===== src/rtl/uart_frame_parser.sv =====
// Byte-stream frame parser: START P0..P3 STOP -> one write command; DUMP byte -> dump request.
// Optional macro UART_FRAME_CHECKSUM_EN adds a fifth XOR-checksum payload byte before STOP.
module uart_frame_parser #(
  parameter logic [7:0] START_BYTE = 8'hF5,
  parameter logic [7:0] STOP_BYTE  = 8'hFA,
  parameter logic [7:0] DUMP_BYTE  = 8'hF6
) (
  input  logic        clk,
  input  logic        rst,
  input  logic [7:0]  rx_data,
  input  logic        rx_valid,
  output logic        wr_valid,
  input  logic        wr_ready,
  output logic [9:0]  wr_addr,
  output logic [11:0] wr_data,
  output logic        dump_req,
  output logic        frame_err
);

  localparam logic [1:0] IDLE        = 2'd0;
  localparam logic [1:0] PAYLOAD     = 2'd1;
  localparam logic [1:0] EXPECT_STOP = 2'd2;
  localparam logic [1:0] PENDING     = 2'd3;

`ifdef UART_FRAME_CHECKSUM_EN
  localparam logic [2:0] LAST_IDX = 3'd4;
`else
  localparam logic [2:0] LAST_IDX = 3'd3;
`endif

  logic [1:0]  state_q, state_d;
  logic [2:0]  cnt_q, cnt_d;
  logic [4:0]  p0_q, p0_d, p1_q, p1_d;
  logic [5:0]  p2_q, p2_d, p3_q, p3_d;
  logic        wr_valid_q, wr_valid_d;
  logic [9:0]  wr_addr_q, wr_addr_d;
  logic [11:0] wr_data_q, wr_data_d;
  logic        dump_q, dump_d;
  logic        err_q, err_d;

  logic is_start, is_stop, is_dump;
  logic payload_ok;
  logic idle_like;

  assign is_start = (rx_data == START_BYTE);
  assign is_stop  = (rx_data == STOP_BYTE);
  assign is_dump  = (rx_data == DUMP_BYTE);

  // A completing handshake frees the parser to treat a same-cycle byte as if idle.
  assign idle_like = (state_q == IDLE) || ((state_q == PENDING) && wr_ready);

`ifdef UART_FRAME_CHECKSUM_EN
  logic [5:0] chk_calc;
  assign chk_calc = {1'b0, p0_q} ^ {1'b0, p1_q} ^ p2_q ^ p3_q;
`endif

  always_comb begin
    payload_ok = 1'b0;
    case (cnt_q)
      3'd0, 3'd1: payload_ok = (rx_data[7:5] == 3'b000);
      3'd2, 3'd3: payload_ok = (rx_data[7:6] == 2'b00);
`ifdef UART_FRAME_CHECKSUM_EN
      3'd4:       payload_ok = (rx_data[7:6] == 2'b00) && (rx_data[5:0] == chk_calc);
`endif
      default:    payload_ok = 1'b0;
    endcase
  end

  always_comb begin
    state_d    = state_q;
    cnt_d      = cnt_q;
    p0_d       = p0_q;
    p1_d       = p1_q;
    p2_d       = p2_q;
    p3_d       = p3_q;
    wr_valid_d = wr_valid_q;
    wr_addr_d  = wr_addr_q;
    wr_data_d  = wr_data_q;
    dump_d     = 1'b0;
    err_d      = 1'b0;

    if (state_q == PENDING) begin
      if (wr_ready) begin
        wr_valid_d = 1'b0;
        state_d    = IDLE;
      end else if (rx_valid) begin
        err_d = 1'b1;
      end
    end

    if (rx_valid) begin
      if (idle_like) begin
        if (is_start) begin
          state_d = PAYLOAD;
          cnt_d   = 3'd0;
        end else if (is_dump) begin
          dump_d = 1'b1;
        end
      end else begin
        case (state_q)
          PAYLOAD: begin
            if (is_start) begin
              err_d   = 1'b1;
              state_d = PAYLOAD;
              cnt_d   = 3'd0;
            end else if (is_stop || is_dump || !payload_ok) begin
              err_d   = 1'b1;
              state_d = IDLE;
            end else begin
              case (cnt_q)
                3'd0:    p0_d = rx_data[4:0];
                3'd1:    p1_d = rx_data[4:0];
                3'd2:    p2_d = rx_data[5:0];
                3'd3:    p3_d = rx_data[5:0];
                default: ;
              endcase
              if (cnt_q == LAST_IDX) begin
                state_d = EXPECT_STOP;
              end else begin
                cnt_d = cnt_q + 3'd1;
              end
            end
          end
          EXPECT_STOP: begin
            if (is_stop) begin
              state_d    = PENDING;
              wr_valid_d = 1'b1;
              wr_addr_d  = {p0_q, p1_q};
              wr_data_d  = {p2_q, p3_q};
            end else if (is_start) begin
              err_d   = 1'b1;
              state_d = PAYLOAD;
              cnt_d   = 3'd0;
            end else begin
              err_d   = 1'b1;
              state_d = IDLE;
            end
          end
          default: ;
        endcase
      end
    end
  end

  always_ff @(posedge clk) begin
    if (rst) begin
      state_q    <= IDLE;
      cnt_q      <= 3'd0;
      p0_q       <= 5'd0;
      p1_q       <= 5'd0;
      p2_q       <= 6'd0;
      p3_q       <= 6'd0;
      wr_valid_q <= 1'b0;
      wr_addr_q  <= 10'd0;
      wr_data_q  <= 12'd0;
      dump_q     <= 1'b0;
      err_q      <= 1'b0;
    end else begin
      state_q    <= state_d;
      cnt_q      <= cnt_d;
      p0_q       <= p0_d;
      p1_q       <= p1_d;
      p2_q       <= p2_d;
      p3_q       <= p3_d;
      wr_valid_q <= wr_valid_d;
      wr_addr_q  <= wr_addr_d;
      wr_data_q  <= wr_data_d;
      dump_q     <= dump_d;
      err_q      <= err_d;
    end
  end

  assign wr_valid  = wr_valid_q;
  assign wr_addr   = wr_addr_q;
  assign wr_data   = wr_data_q;
  assign dump_req  = dump_q;
  assign frame_err = err_q;

endmodule


===== config.mk =====
export PLATFORM = sky130hd
export DESIGN_NAME = uart_frame_parser
export DESIGN_NICKNAME = d
export VERILOG_FILES = /design/src/rtl/uart_frame_parser.sv
export SDC_FILE = /design/constraint.sdc
export NUM_CORES = 1
export LEC_CHECK = 0
export BUFFER_PORTS_ARGS = -buffer_cell sky130_fd_sc_hd__buf_2
export CORE_UTILIZATION = 40
export DETAILED_ROUTE_END_ITERATION = 16
export PLACE_DENSITY = 0.66
export SYNTH_ARGS = -nofsm -noshare
export SYNTH_HDL_FRONTEND = slang
export SYNTH_SLANG_ARGS = --single-unit

===== constraint.sdc =====
create_clock -name clk -period 2.2 [get_ports clk]
set_input_delay 0.66 -clock clk [delete_from_list [all_inputs] [get_ports clk]]
set_output_delay 0.66 -clock clk [all_outputs]
set_load 0.005 [all_outputs]

# == Yosys cells after proc, flatten, opt, wreduce, memory -nomap -nowiden ==
# Cells that the tools add are included.
# totals
reg_bits,52
input_bits,12
output_inout_bits,25
elab_cells,82
# classes
add_sub_neg,1
eq_ne,12
muxes,35
n_bitwise,4
n_reduce_logical,19
# op_table
cell,n
$eq A8 B8 Y1 const B,3
$reduce_and A6 Y1,4
$mux W2,9
$mux W3,6
$mux W1,16
$ne A4 B4 Y1 const B,2
$eq A3 B2 Y1 const B,2
$logic_not A3 Y1,2
$pmux W3 S2,1
$reduce_and A5 Y1,1
$eq A2 B2 Y1 const B,2
$logic_not A2 Y1,2
$not A1 Y1,4
$pmux W1 S2,2
$pmux W2 S2,1
$reduce_and A4 Y1,1
$reduce_or A2 Y1,2
$reduce_or A4 Y1,1
$add A3 B1 Y3 const B,1
$eq A3 B1 Y1 const B,1
$logic_or A1 B1 Y1,3
$ne A3 B3 Y1 const B,1
$reduce_bool A3 Y1,1
$eq A2 B1 Y1 const B,1
2 further kinds,2

# == Longest topological paths before layout ==
# Gate-level depths: netlist (run 1).
# logic_depth
ltp_word,10
ltp_mapped,7
depth_no_buf,6

# == Least setup slack after synthesis (run 1) ==
# OpenSTA, ideal clock, no wires.
# synth_timing
kind,flip-flop to flip-flop
start,reg cnt_q[0]
end,reg p1_q[0]
setup_time_ps,72
arrival_time_ps,1786
required_ps,2128
setup_slack_ps,343
stages_incl_launch_ff,8
n_path_buf,1
cell_sequence,dfxtp_1 -> inv_1 -> ha_1 -> or3_1 -> a31oi_1 -> or3b_1 -> buf_2 -> mux2i_1
# synth_between
elab_chain_len,7
elab_cells_between_ends,11
cone_classes,eq/ne: 3; mux: 1; bitwise: 1; reduce/logical: 6
# synth_lines
item,line,source
start: declaration,32,"logic [2:0] cnt_q, cnt_d;"
start signal: assignment,160,cnt_q <= cnt_d;
$eq A3 B2 Y1 (tied with other cells),59,case (cnt_q)
$reduce_or A2 Y1,59,
$pmux W1 S2,59,
$logic_not A1 Y1,106,end else if (is_stop || is_dump || !payload_ok) begin
$logic_or A1 B1 Y1,106,
$not A1 Y1 (no line),-,
$reduce_and A6 Y1 (no line) *,-,
end signal: assignment,162,p1_q <= p1_d;
end: declaration,33,"logic [4:0] p0_q, p0_d, p1_q, p1_d;"
# Mark *: on every way between the ends. The rest lies on a longest branch, timed or not.
# A chain may end at the register's enable or synchronous reset.

# == Worst setup path after layout (run 1) ==
# layout_timing
start,reg state_q[1]
end,reg p0_q[2]
# layout_between
elab_chain_len,5
elab_cells_between_ends,7
cone_classes,eq/ne: 2; bitwise: 1; reduce/logical: 4
# layout_lines
item,line,source
start: declaration,31,"logic [1:0] state_q, state_d;"
start signal: assignment,159,state_q <= state_d;
$eq A2 B2 Y1,50,assign idle_like = (state_q == IDLE) || ((state_q == PENDING) && wr_ready);
$logic_and A1 B1 Y1,50,
$logic_or A1 B1 Y1,50,
$not A1 Y1 (no line),-,
$reduce_and A6 Y1 (no line) *,-,
end signal: assignment,161,p0_q <= p0_d;
end: declaration,33,
# Marks and branches as above.

==> flow_summary.json, run 1 <==
{
  "startpoint_type": "flop",
  "place_ws_ns": 0.122,
  "rsz0062_at_grt": "false",
  "vias": 2053,
  "setup.worst_path.end_class": "flop",
  "post-dp-hpwl_microns": 3720,
  "irDropWorstVdd_mv": 0.379,
  "fp.dieW_microns": 80.0,
  "seq_area_frac_synth": 0.427,
  "clk_latency_ns": 0.30,
  "yosysWarnings": 0,
  "die_h_microns": 80.0,
  "yosys-top-cells-count": "52 x dfxtp_1, 31 x a21oi_1, 25 x nand3_1",
  "final.period_utilization": 0.903,
  "grt_max_degree": 52,
  "area_growth_pct": 17.2,
  "cts_max_path_buffers": 2,
  "yosys.area.top_type": "dfxtp_1",
  "synth_ff_type": "dfxtp_1",
  "cts_buffers": 5,
  "worstPathMaxFanout": 6,
  "async_flop_share": 0,
  "ys_types": 43,
  "cts.sinks": 52,
  "finalInstanceArea_sq_um": 2860,
  "place_congestion": 0.854,
  "met3_length_microns": 212,
  "status": "finished, final reports clean",
  "setup_viol": 0,
  "io_buffers": 36,
  "cp.arrival_ns": 2.22,
  "post_cts_resized": 0,
  "synthesis.instances": 272,
  "grt_pass1_wl_microns": 8740,
  "cellPowerDensity_nw_per_um2": 629,
  "rows": 28,
  "diodes": 0,
  "cts.htree.levels": 2,
  "slew_headroom": 0.617,
  "first_pass_iters": 4,
  "synth_top_area_share": 0.427,
  "postCtsHoldBufs": 0,
  "route.detailed.drc": 0,
  "highest_layer": "met4",
  "grt_pass1_vias": 1739,
  "slew_violations": 0,
  "crit_required_ns": 2.43,
  "hold_viol": 0,
  "tightest_slew_ns": 0.572,
  "hold_path.class": "reg -> reg",
  "wl_met2_microns": 2390,
  "postCtsSetupRepairBufs": 0,
  "core_area_sq_um": 5890,
  "io_pins": 37,
  "synth_edf_count": 0,
  "final.setup.tns_ns": 0,
  "ys_ff_latch": 52,
  "crit_type": "reg -> reg",
  "cts_tree": "yes",
  "viasPerCell": 5.36,
  "syn-num-nets": 293,
  "synth_area_sq_um": 2440,
  "drtAntennaViolNets": 0,
  "start_util": 0.414,
  "clk_pin_slew_ns": 0.09,
  "grt_usage": 0.176,
  "nFillCells": 578,
  "p_leak_nw": 1.17,
  "drt-met1-wl_microns": 2740,
  "finalCriticalPeriod_ns": 1.99,
  "synth_most_common_cell": "dfxtp_1",
  "fmax_ghz": 0.503,
  "drive_gt1_frac": 0.201,
  "finalNetCount": 328,
  "overflow": 0,
  "die-area_sq_um": 6410,
  "synth_area_leaders": "dfxtp_1 43%, mux2i_1 9.0%, a21oi_1 6.4%",
  "wirelength_microns": 5380,
  "syn_area_per_cell_sq_um": 8.96,
  "antenna_found_initial": 0,
  "fin_worst_skew_ns": 0.00703,
  "drt_iter0_drc": 129,
  "setup_ws_ns": 0.213,
  "wl_per_cell_microns": 14.0,
  "p_total_mw": 1.80,
  "cts_root_buf": "clkbuf_8",
  "drv_cap": 0,
  "dpl_cell_area_sq_um": 2720
}
metrics by stage:
| step | hold slack [ns] | cells | util |
|---|---|---|---|
| global route | 0.498 | 383 | 0.485 |
| global placement | 0.458 | 375 | 0.462 |
| floorplan | 0.443 | 272 | - |
| detailed placement | 0.460 | 375 | 0.462 |
| CTS | 0.474 | 383 | 0.485 |
| finish | 0.475 | 383 | 0.485 |
state kept, by name (all words and copies together) (netlist names):
register / flops
p0_q: 5
p1_q: 5
p3_q: 6
wr_addr: 10
state_q: 2
frame_err: 1
wr_data: 12
dump_req: 1
cnt_q: 3
p2_q: 6
wr_valid: 1
worst paths after layout:
path	cells past startpoint	from	endpoint	slack, ns
min reg2reg	2	p1_q[0]	wr_addr[0]	0.47
max reg2reg	6	state_q[1]	p0_q[2]	0.21
max	6	state_q[1]	p0_q[2]	0.21
min	2	p1_q[0]	wr_addr[0]	0.47
routing by layer:
metal / vias up / track usage
met5: - / 0
met4: 0 / 0.0429
met3: 4 / 0.0343
met2: 47 / 0.267
met1: 952 / 0.255
li1: 1050 / -
logic make-up (layout without fill, tap and decap cells):
kind of cell             count (synthesis)  count (layout)  share of synthesized area
AND/OR/NAND/NOR                         85              85                      0.203
multiplexers                            22              22                     0.0904
buffers and inverters                   27              63                     0.0467
AO/OA/AOI/OAI                           77              77                      0.186
flip-flops                              52              52                      0.427
adder cells (fa/ha/maj)                  9               9                     0.0462
where the power goes:
group,leakage (nW),internal [mW],switching [mW],total [mW]
sequential,0.419,0.941,0.000673,0.942
combinational,0.687,0.0282,0.0489,0.0772
clock,0.0687,0.458,0.320,0.777
total,1.17,1.43,0.369,1.80
layout by cell type (no fill, tap or decap), types with 2 or more instances in the layout:
cell type	n
dfxtp_1	52
buf_2	36
a21oi_1	31
nand3_1	25
mux2i_1	22
o21ai_0	18
nand2b_1	18
nor2_1	14
inv_1	9
nand2_1	9
ha_1	9
buf_4	9
o21ai_1	7
clkbuf_8	5
a211o_1	4
and4bb_2	2
and3_1	2
a31oi_1	2
a22oi_1	2
nand4_1	2
o211ai_1	2
a211oi_1	2
nor3_1	2
bufinv_16	2
cell type report:
class | count | area [sq um] | share of cell area
repair buffers | 46 | 268 | 0.0938
clock inverters | 3 | 68.8 | 0.0241
multi-input cells | 193 | 1280 | 0.449
clock buffers | 5 | 68.8 | 0.0241
inverters | 9 | 33.8 | 0.0118
flip-flops and latches | 52 | 1040 | 0.365
well taps | 75 | 93.8 | 0.0329
worst max-delay path: stages (launching register included):
cell and delay (ns):
dfxtp_1 0.37, inv_1 0.12, ha_1 0.27, nor4b_4 0.29, nand3_2 0.12, nor3b_2 0.50, mux2i_1 0.25
Power figures use the tool's default switching activity.
==> inputs of run 2 (changes only) <==
--- a/config.mk
+++ b/config.mk
@@ -8,6 +8,7 @@
 export BUFFER_PORTS_ARGS = -buffer_cell sky130_fd_sc_hd__buf_2
 export CORE_UTILIZATION = 40
 export DETAILED_ROUTE_END_ITERATION = 16
+export GPL_TIMING_DRIVEN = 0
 export PLACE_DENSITY = 0.66
 export SYNTH_ARGS = -nofsm -noshare
 export SYNTH_HDL_FRONTEND = slang
==> flow_summary.json, run 2 (synthesis results as in run 1) <==
{
  "place_congestion": 0.880,
  "vias": 2110,
  "clk_pin_slew_ns": 0.09,
  "place_ws_ns": -0.00348,
  "grt_pass1_vias": 1844,
  "r2r_slack_ns": 0.13,
  "grt_max_degree": 17,
  "drt_iter0_drc": 212,
  "nFillCells": 610,
  "io_buffers": 35,
  "core_area_sq_um": 5890,
  "die_h_microns": 80.0,
  "hold_viol": 0,
  "fp.dieW_microns": 80.0,
  "final_cell_mix": "51 x dfxtp_1, 39 x buf_2, 31 x a21oi_1",
  "cts_buffers": 5,
  "wirelength_microns": 5640,
  "cts.htree.levels": 2,
  "grt_usage": 0.183,
  "setup_ws_ns": 0.131,
  "setup_viol": 0,
  "finalNetCount": 336,
  "cts.sinks": 52,
  "cp_slowest_cell": "dfxtp_1",
  "p_total_mw": 1.69,
  "multi_input_area_sq_um": 1290,
  "slew_headroom": 0.641,
  "final.setup.tns_ns": 0,
  "cts_max_path_buffers": 2,
  "hold_path.class": "reg -> reg",
  "rr_startpoint": "state_q[1]",
  "drtAntennaViolNets": 0,
  "clk_latency_ns": 0.31,
  "postCtsHoldBufs": 0,
  "post-dp-hpwl_microns": 4080,
  "antenna_found_initial": 0,
  "cellPowerDensity_nw_per_um2": 594,
  "largest_reg_flops": 12,
  "regArea_sq_um": 1040,
  "worstPathMaxFanout": 8,
  "final.period_utilization": 0.940,
  "area_growth_pct": 16.6,
  "cts_root_buf": "clkbuf_8",
  "cp-startpoint": "state_q[1]",
  "stdcell_count": 391,
  "cts_tree": "yes",
  "rsz0062_at_grt": "false",
  "layout_commonest_cell": "dfxtp_1",
  "tightest_slew_ns": 0.538,
  "cp.arrival_ns": 2.27,
  "fin_worst_skew_ns": 0.00582,
  "fmax_ghz": 0.483,
  "startpoint_type": "flop",
  "die-area_sq_um": 6410,
  "crit_path_cell_trace": "inv_1 > ha_1 > a21oi_2 > nand3_2 > or3b_1 > buf_2 > mux2i_1",
  "viasPerCell": 5.40,
  "drv_cap": 0,
  "wl_per_cell_microns": 14.4,
  "io_pins": 37,
  "crit_required_ns": 2.40,
  "max_stage_delay_ns": 0.43,
  "irDropWorstVdd_mv": 0.266,
  "drive_gt1_frac": 0.193,
  "route.detailed.drc": 0,
  "grt_pass1_wl_microns": 8990,
  "overflow": 0,
  "diodes": 0,
  "crit_type": "reg -> reg",
  "start_util": 0.414,
  "status": "finished, final reports clean",
  "setup.worst_path.end_class": "flop",
  "postLayoutCoreUtil": 0.483,
  "p_leak_nw": 1.16,
  "worstHoldStart": "p1_q[1]",
  "dp_cells": 382,
  "rows": 28,
  "first_pass_iters": 4,
  "finalCriticalPeriod_ns": 2.07,
  "slew_violations": 0
}
run 2: cell types whose count changed in the layout (fill, tap and decap cells not counted), moves of 2 or more:
cell	previous run	this run
buf_4	9	3
buf_2	36	39
clkbuf_2	0	2
clkbuf_1	0	11
run 2: routing by layer:
metal / track usage / vias to the layer above / part of all wire
met2: 0.282 / 55 / 0.46
met4: 0.0696 / 0 / 0.010
met5: 0 / - / 0
met1: 0.249 / 991 / 0.48
li1: - / 1059 / -
met3: 0.0400 / 5 / 0.048
run 2: report_power, final:
| part | switching, mW | internal (mW) | leakage (nW) |
|---|---|---|---|
| Combinational | 0.0508 | 0.0261 | 0.684 |
| Clock | 0.323 | 0.344 | 0.0558 |
| Sequential | 0.000704 | 0.941 | 0.419 |
| Total | 0.375 | 1.31 | 1.16 |
run 2: layout make-up:
type | count | share of cell area
tap | 75 | 0.0330
timing repair buffer | 36 | 0.0643
clock inverter | 2 | 0.0137
buffer | 18 | 0.0291
sequential | 52 | 0.367
clock buffer | 6 | 0.0256
multi-input combinational | 193 | 0.456
inverter | 9 | 0.0119
run 2: stage by stage:
step | area [sq um] | hold slack, ns
3_5_place_dp | 2710 | 0.459
6_report | 2840 | 0.474
2_1_floorplan | 2440 | 0.443
3_3_place_gp | 2710 | 0.454
5_1_grt | 2840 | 0.497
4_1_cts | 2820 | 0.474
run 2: worst paths after layout:
path,endpoint,cells past startpoint
worst min register to register,wr_addr[1],2
worst max register to register,p1_q[0],7
worst min-delay path,wr_addr[1],2
worst max-delay path,p1_q[0],7
run 2: worst max-delay path: cells and delay by family, from the launching register on:
| kind | cells | cell delay [ns] |
|---|---|---|
| simple gates | 2 | 0.53 |
| flops | 1 | 0.43 |
| compound gates | 1 | 0.33 |
| buf+inv | 2 | 0.30 |
| fa+ha+maj | 1 | 0.24 |
| mux | 1 | 0.13 |
run 2: repair_timing:
action / CTS / global route
endpoints found under the setup margin: 0 / 28
gates resized for setup: 0 / 7
setup buffers: 0 / 1
